[config.mk]
export PLATFORM = sky130hd
export DESIGN_NAME = byte_serializer_tx
export DESIGN_NICKNAME = d
export VERILOG_FILES = /design/src/rtl/byte_serializer_tx.sv
export SDC_FILE = /design/constraint.sdc
export NUM_CORES = 1
export LEC_CHECK = 0
export ABC_AREA = 1
export CAP_MARGIN = 0
export CELL_PAD_IN_SITES_DETAIL_PLACEMENT = 1
export CELL_PAD_IN_SITES_GLOBAL_PLACEMENT = 1
export CORE_MARGIN = 1.5
export CORE_UTILIZATION = 36
export CTS_BUF_LIST = sky130_fd_sc_hd__clkbuf_4
export CTS_CLUSTER_SIZE = 25
export DETAILED_ROUTE_END_ITERATION = 7
export PLACE_DENSITY = 0.89
export SYNTH_ARGS = -nofsm -noshare
export SYNTH_HDL_FRONTEND = slang
export SYNTH_SLANG_ARGS = --single-unit
export TNS_END_PERCENT = 10
[constraint.sdc]
create_clock -name clock -period 1.3 [get_ports clock]
set_input_delay 0.39 -clock clock [delete_from_list [all_inputs] [get_ports clock]]
set_output_delay 0.39 -clock clock [all_outputs]
set_load 0.02 [all_outputs]
[src/rtl/byte_serializer_tx.sv]
// byte_serializer_tx: valid/ready word in, LSB-first start/data/stop frame out, each bit held BIT_CYCLES clocks.
// Define BYTE_SERIALIZER_TX_PARITY_EN to insert an even-parity bit between data and stop.
module byte_serializer_tx #(
   parameter int DATA_W     = 8,
   parameter int BIT_CYCLES = 4
) (
   input  logic              clock,
   input  logic              reset_n,
   input  logic [DATA_W-1:0] in_data,
   input  logic              in_valid,
   output logic              in_ready,
   output logic              tx_line,
   output logic              busy,
   output logic              tx_done
);
   localparam int CW = $clog2(BIT_CYCLES + 1);
   localparam int BW = $clog2(DATA_W + 1);
   localparam logic [CW-1:0] CYC_LAST = CW'(BIT_CYCLES - 1);
   localparam logic [BW-1:0] BIT_LAST = BW'(DATA_W - 1);
   typedef enum logic [2:0] {IDLE, START, DATA, PARITY, STOP} state_t;
   state_t            state;
   logic [DATA_W-1:0] sr;
   logic [DATA_W-1:0] sr_nx;
   logic [BW-1:0]     bit_cnt;
   logic [CW-1:0]     cyc_cnt;
   logic              bit_end;
`ifdef BYTE_SERIALIZER_TX_PARITY_EN
   logic              parity;
`endif
   assign bit_end = cyc_cnt == CYC_LAST;
   assign sr_nx   = sr >> 1;
   always_ff @(posedge clock) begin
      if (!reset_n) begin
         state    <= IDLE;
         sr       <= '0;
         bit_cnt  <= '0;
         cyc_cnt  <= '0;
         tx_line  <= 1'b1;
         in_ready <= 1'b1;
         busy     <= 1'b0;
         tx_done  <= 1'b0;
`ifdef BYTE_SERIALIZER_TX_PARITY_EN
         parity   <= 1'b0;
`endif
      end else begin
         tx_done <= 1'b0;
         cyc_cnt <= (state == IDLE || bit_end) ? '0 : cyc_cnt + 1'b1;
         case (state)
            IDLE: if (in_valid) begin
               state    <= START;
               sr       <= in_data;
               bit_cnt  <= '0;
               tx_line  <= 1'b0;
               in_ready <= 1'b0;
               busy     <= 1'b1;
`ifdef BYTE_SERIALIZER_TX_PARITY_EN
               parity   <= ^in_data;
`endif
            end
            START: if (bit_end) begin
               state   <= DATA;
               tx_line <= sr[0];
            end
            DATA: if (bit_end) begin
               if (bit_cnt == BIT_LAST) begin
`ifdef BYTE_SERIALIZER_TX_PARITY_EN
                  state   <= PARITY;
                  tx_line <= parity;
`else
                  state   <= STOP;
                  tx_line <= 1'b1;
`endif
               end else begin
                  sr      <= sr_nx;
                  tx_line <= sr_nx[0];
                  bit_cnt <= bit_cnt + 1'b1;
               end
            end
            PARITY: if (bit_end) begin
               state   <= STOP;
               tx_line <= 1'b1;
            end
            STOP: if (bit_end) begin
               state    <= IDLE;
               in_ready <= 1'b1;
               busy     <= 1'b0;
               tx_done  <= 1'b1;
            end
            default: begin
               state    <= IDLE;
               tx_line  <= 1'b1;
               in_ready <= 1'b1;
               busy     <= 1'b0;
            end
         endcase
      end
   end
endmodule
Yosys cells after proc, flatten, opt, wreduce, memory -nomap -nowiden. Cells that the tools add are included. W data, S select, Z words.

Word-level logic and storage cells: 62. Flip-flop bits (word level): 22. Input bits: 11.

Eq/ne operators: 13. Add/subtract/negate cells: 2. Bitwise logic cells: 3. Reduce and logical (&&, ||, !) cells: 10. Multiplexer cells: 26.

Operators with widths (number): $mux W8 (3); $mux W3 (6); $pmux W8 S2 (1); $pmux W3 S5 (1); $ne A2 B2 Y1 const B (7); $mux W4 (3); $eq A3 B2 Y1 const B (3); $mux W1 (8); $pmux W4 S2 (1); $pmux W1 S3 (2); $reduce_and A6 Y1 (1); $pmux W1 S5 (1); $reduce_and A5 Y1 (1); $add A4 B1 Y4 const B (1); $eq A4 B3 Y1 const B (1); $reduce_and A4 Y1 (1); $add A3 B1 Y3 const B (1); $eq A3 B1 Y1 const B (1); $eq A3 B3 Y1 const B (1); $logic_not A3 Y1 (1); $not A1 Y1 (3); $reduce_and A3 Y1 (1); $reduce_or A3 Y1 (1); $reduce_and A2 Y1 (1); other kinds (3) (3).

Longest topological paths before layout.
Depth after elaboration: 4. Depth in mapped cells: 10. Mapped depth without buffers: 10.

Least setup slack after synthesis. OpenSTA, ideal clock, no wires.

Path type: reg-to-reg. From: reg cyc_cnt[0]. To: reg bit_cnt[3]. Arrival: 1.199 ns. Setup time: 0.123 ns. Slack: -0.022 ns. Stages on the path, launching flop included: 10. Period minus slack after synthesis: 1.322 ns. Data required time: 1.177 ns. Buffers on the path: 1. Path through: dfxtp_1 -> ha_1 -> ha_1 -> inv_1 -> nand3_1 -> nand2_1 -> inv_2 -> buf_6 -> nand3_1 -> a21oi_1.

Word-level cells in the longest chain between the ends: 3.

RTL lines: start: declaration (RTL line 25) `logic [CW-1:0] cyc_cnt;`; start signal: assignment (RTL line 47) `cyc_cnt <= (state == IDLE || bit_end) ? '0 : cyc_cnt + 1'b1;`; $eq A3 B2 Y1 (RTL line 30) `assign bit_end = cyc_cnt == CYC_LAST;`; net bit_end (RTL line 26) `logic bit_end;`; $ne A2 B2 Y1 (no source line); $reduce_and A4 Y1 (no source line); end signal: assignment (RTL line 76) `bit_cnt <= bit_cnt + 1'b1;`; end: declaration (RTL line 24) `logic [BW-1:0] bit_cnt;`.

The timed path passes the listed nets, and every way through them passes these cells. A chain may end at the register's enable or synchronous reset.

Worst setup path after layout.
From: reg cyc_cnt[0]. To: reg state[0].

Word-level cells in the longest chain between the ends: 3. Elaborated cells between the ends (all ways): 6. Those cells by class: 5 x eq/ne; 1 x reduce/logical.

RTL lines: $eq A3 B2 Y1 * (RTL line 30); net bit_end (RTL line 26); $ne A2 B2 Y1 (no source line); $reduce_and A6 Y1 (no source line) *; end signal: assignment (RTL line 34) `state <= IDLE;`; end signal: assignment (RTL line 50) `state <= START;`; end signal: assignment (RTL line 61) `state <= DATA;`; end: declaration (RTL line 21) `state_t state;`.

Mark *: on every way through the listed nets, which the timed path passes. The rest lies on a longest branch.

==> reports/results.txt <==
The flow ran to the end, but the final reports show violations. The final reports fail on negative setup slack. For the cell area after placement, the log shows 1510 sq um.

15 I/O pins were placed. Final hold analysis gives a worst-case slack of 0.488 ns. The final critical-path setup slack came out at -0.179 ns. The tools report the startpoint of the lowest-slack hold path as busy. In this run the mean area of a mapped cell was 6.74 sq um. In this run, placement finished with an instance count of 248. For this run, the slowest stage of the critical path takes 0.36 ns. The final design utilization came out at 0.573. Among all stages on the critical path, the largest delay is contributed by sky130_fd_sc_hd__dfxtp_2. Wires add up to 4.34 mm. The post-route standard cell area excluding fillers came out at 1740 sq um.

The worst setup path is captured at a flip-flop. Across all layers, the routed design uses 1,310 vias. The number of nets produced by synthesis was 184. Library cell with the highest instance count after synthesis: sky130_fd_sc_hd__nand2_1. CTS saw 22 sinks. The share of total power consumed by net switching was 0.475; the area enclosed by the die boundary was 3530 sq um. TritonCTS built the clock tree.

For the layout net count, the log shows 229. Fraction of layout cells with a size suffix above 1: 0.360. The run gives 0.281 as the share of total power in sequential cells. In the final routed layout, each cell accounts on average for 16.8 um.

The starting density of the core came out at 0.379. The post-synthesis sequential element count was 22. The maximum fanout count along the critical path was 3; the H-tree depth reported by CTS was 1. The clock network power share was 0.089. Between clock sinks in the finished design, the worst skew comes to 0.00958 ns. The tool flagged a number of max-cap violations equal to 0.

The logs give 6.71 mm for the first-pass GRT wire length and 3030 sq um for the core box area. The logic gate share of total power was 0.630; the static leakage was 0.796 nW. Cell area power density: 2180 nW/um^2. sky130_fd_sc_hd__dfxtp_1 takes more of the synthesized area than any other cell. The maximum count of clock buffers along a single path came out at 2. The cell family contributing the most delay on the critical path is flip-flops.

After clock tree synthesis, the clock-pin slew on the worst setup and hold paths is 0.14 ns. Clock latency on the worst-skew pair, taken at its later pin, is 0.32 ns. The final number of hold-violating endpoints was 0; the total global-route track usage was 0.258.

Data on the critical path is required at its endpoint by 1.55 ns. The first detailed-routing pass took 4 iterations. The run gives 1150 sq um as the cell area after synthesis. Data arrives at the worst endpoint at 1.73 ns.

The final non-filler cell total was 258. The total of buffers placed on input and output ports is 14. For the number of buffers created by CTS, the log shows 3. The via count of the first global-routing pass came out at 1,425.

The final critical delay including setup and external delays is 1.48 ns, and the instance count of the mapped netlist is 170. The path with the worst hold slack has its endpoint at busy. The endpoint identified for the worst register-to-register timing path is state[0].

The setup slack of the most critical reg-to-reg path was -0.18 ns; the area fraction of the dominant cell type after synthesis was 0.384. The critical path startpoint was cyc_cnt[0]. The net switching power was 1.80 mW. Derived from the worst setup path, the maximum achievable clock frequency is 0.676 GHz. The DRC violation count after routing was 0. At the end of routability-driven placement, the weighted congestion stood at 0.797. The async set-reset flop share out of synthesis came out at 0. The max-slew violation count came out at 0. In this run the remaining antenna-violating nets after routing total 0.

The period utilization was 1.14. Entering global routing, the biggest net connects 13 pins. The floorplan has 20 rows.

For the overall power of the completed layout, the log shows 3.79 mW. The critical setup path kind was flip-flop to flip-flop. The cell type with the highest occurrence count on the critical path was sky130_fd_sc_hd__ha_4. The run gives 2.63 mm as the total half-perimeter wirelength after legalization and detailed placement. The run gives 17 as the final count of negative-setup-slack endpoints. The path class of the tightest hold or removal check is flip-flop to flip-flop. The hold-fix buffer count after cts is 0. Setup repair after global routing could not meet its margin everywhere. The warning count from the yosys run came out at 0. The measured slew at the worst slew-check pin came out at 0.249 ns. The worst setup path is launched from a flip-flop. The run gives 0 as the total congestion overflow after global routing. The initial antenna violation count is 0, and the number of different library cells in the post-synthesis netlist is 23.

The prevailing post-synth register cell is sky130_fd_sc_hd__dfxtp_1. The buffers plus inverters on the worst setup path is 1, and the cell depth of the worst min-delay path is 2. By count the netlist is led by sky130_fd_sc_hd__nand2_1 (50), sky130_fd_sc_hd__nor2_1 (27), sky130_fd_sc_hd__dfxtp_1 (22).

The clock root buffer is sky130_fd_sc_hd__clkbuf_4. The number of enable-type register cells in the synthesized netlist came out at 0. For this block, the initial DRC count from the detailed router was 34.

The sequential-to-total area share from yosys stat was 0.384; the worst reg2reg path depth was 8. Launch instance of the worst register-to-register path: cyc_cnt[0]. Measured along the x axis, the die boundary spans 59.4 um. The maximum vdd drop is 985 uV, and the internal power is 1.99 mW. The floorplan step set the die height to 59.4 um. Post-synthesis to final-layout area growth: 51.4%. Dividing the detail-routed via count by the number of cells gives 5.08. 0 antenna diodes ended up in the layout. Ranked by total cell area, the synthesized netlist is headed by sky130_fd_sc_hd__dfxtp_1 (38%), sky130_fd_sc_hd__nand2_1 (16%), sky130_fd_sc_hd__nor2_1 (8.8%). For the remaining max-slew budget at the tightest pin, the log shows 0.832.

The critical path goes through ha_4 > ha_4 > nor2_1 > o21ai_2 > nand4_1 > buf_4 > nand2_1 > a21oi_1.
## worst max-delay path by stage
stage / endpoint / slack, ns / depth (start not counted)
2_1_floorplan: bit_cnt[3] / 0.02 / 9
3_3_place_gp: sr[0] / -0.34 / 9
3_5_place_dp: sr[0] / -0.44 / 9
4_1_cts: bit_cnt[1] / -0.06 / 9
5_1_grt: state[0] / -0.22 / 8
6_report: state[0] / -0.18 / 8
## metrics by stage
stage	worst slack [ns]	setup TNS, ns
after global placement	-0.342	-5.09
after CTS	-0.0635	-0.669
after floorplan	0.0214	0
after global routing	-0.216	-2.23
final	-0.179	-1.20
after detailed placement	-0.436	-6.32
## repair_timing
item                                    CTS  global route
cloned                                    1             0
pin swaps                                11             2
gates resized for setup                  49            16
setup buffers                             4             1
endpoints found under the setup margin   23            21
endpoints found under the hold margin     0             0
## cell families (layout without fill, tap and decap cells)
kind of cell,after synthesis,count (layout),synth area share
buf+inv,25,69,0.0993
xor+xnor,1,1,0.00764
flops,22,22,0.384
simple gates,107,107,0.417
compound gates,12,12,0.0589
fa+ha+maj,3,3,0.0328
## power groups by stage
| stage | clock [mW] | sequential, mW | combinational (mW) |
|---|---|---|---|
| floorplan | 0 | 1.05 | 1.09 |
| global placement | 0 | 0.999 | 1.69 |
| detailed placement | 0 | 1.01 | 1.81 |
| CTS | 0.343 | 1.03 | 2.13 |
| global route | 0.372 | 1.09 | 2.57 |
| finish | 0.336 | 1.06 | 2.39 |
## sequential cells by signal, summed over array words and instances, names as in the netlist
| name | flops |
|---|---|
| sr | 8 |
| cyc_cnt | 3 |
| state | 3 |
| bit_cnt | 4 |
| in_ready | 1 |
| tx_done | 1 |
| tx_line | 1 |
| busy | 1 |
## routing by layer
layer | track usage | part of all wire | up-vias
li1 | - | - | 622
met5 | 0 | 0 | -
met2 | 0.491 | 0.56 | 42
met1 | 0.272 | 0.37 | 634
met3 | 0.0371 | 0.040 | 12
met4 | 0.120 | 0.028 | 0
## area by class of cell
cell class	count	area, sq um
Fill cell	396	1290
Multi-Input combinational cell	123	728
Sequential cell	22	450
Timing Repair Buffer	42	373
Inverter	22	95.1
Tap cell	44	55.1
Clock buffer	3	22.5
Timing Repair inverter	1	7.51
Clock inverter	1	3.75
## worst register-to-register path, stage by stage, from the launching register on
cell,delay [ns]
sky130_fd_sc_hd__dfxtp_2,0.36
sky130_fd_sc_hd__ha_4,0.16
sky130_fd_sc_hd__ha_4,0.16
sky130_fd_sc_hd__nor2_1,0.14
sky130_fd_sc_hd__o21ai_2,0.10
sky130_fd_sc_hd__nand4_1,0.16
sky130_fd_sc_hd__buf_4,0.14
sky130_fd_sc_hd__nand2_1,0.05
sky130_fd_sc_hd__a21oi_1,0.15
## cells in the final DEF (no fill, tap or decap)
cell	synthesis	layout
sky130_fd_sc_hd__nand2_1	50	47
sky130_fd_sc_hd__buf_4	0	22
sky130_fd_sc_hd__nor2_1	27	21
sky130_fd_sc_hd__inv_1	19	17
sky130_fd_sc_hd__dfxtp_1	22	16
sky130_fd_sc_hd__nand3_1	17	10
sky130_fd_sc_hd__clkdlybuf4s50_1	0	9
sky130_fd_sc_hd__nand3_2	1	7
sky130_fd_sc_hd__a21oi_1	8	5
sky130_fd_sc_hd__nor2_2	1	5
sky130_fd_sc_hd__dfxtp_2	0	5
sky130_fd_sc_hd__nand2_4	3	4
sky130_fd_sc_hd__buf_2	1	4
sky130_fd_sc_hd__buf_6	1	4
sky130_fd_sc_hd__nor2_4	1	3
sky130_fd_sc_hd__nand4_1	3	3
sky130_fd_sc_hd__a21oi_2	0	3
sky130_fd_sc_hd__clkbuf_4	0	3
sky130_fd_sc_hd__inv_4	0	2
sky130_fd_sc_hd__nor3_1	2	2
sky130_fd_sc_hd__inv_2	3	2
sky130_fd_sc_hd__nand2_2	1	2
sky130_fd_sc_hd__o211ai_1	2	2
sky130_fd_sc_hd__ha_4	0	2
sky130_fd_sc_hd__buf_12	0	2
sky130_fd_sc_hd__o21ai_2	0	1
sky130_fd_sc_hd__nand3_4	0	1
sky130_fd_sc_hd__inv_8	0	1
sky130_fd_sc_hd__nand2_8	0	1
sky130_fd_sc_hd__xnor2_1	1	1
sky130_fd_sc_hd__nand3b_1	1	1
sky130_fd_sc_hd__o21bai_1	1	1
sky130_fd_sc_hd__ha_2	0	1
sky130_fd_sc_hd__clkinv_1	0	1
sky130_fd_sc_hd__clkinvlp_4	0	1
sky130_fd_sc_hd__dlymetal6s2s_1	0	1
sky130_fd_sc_hd__dfxtp_4	0	1
(Power assumes the default switching activity.)
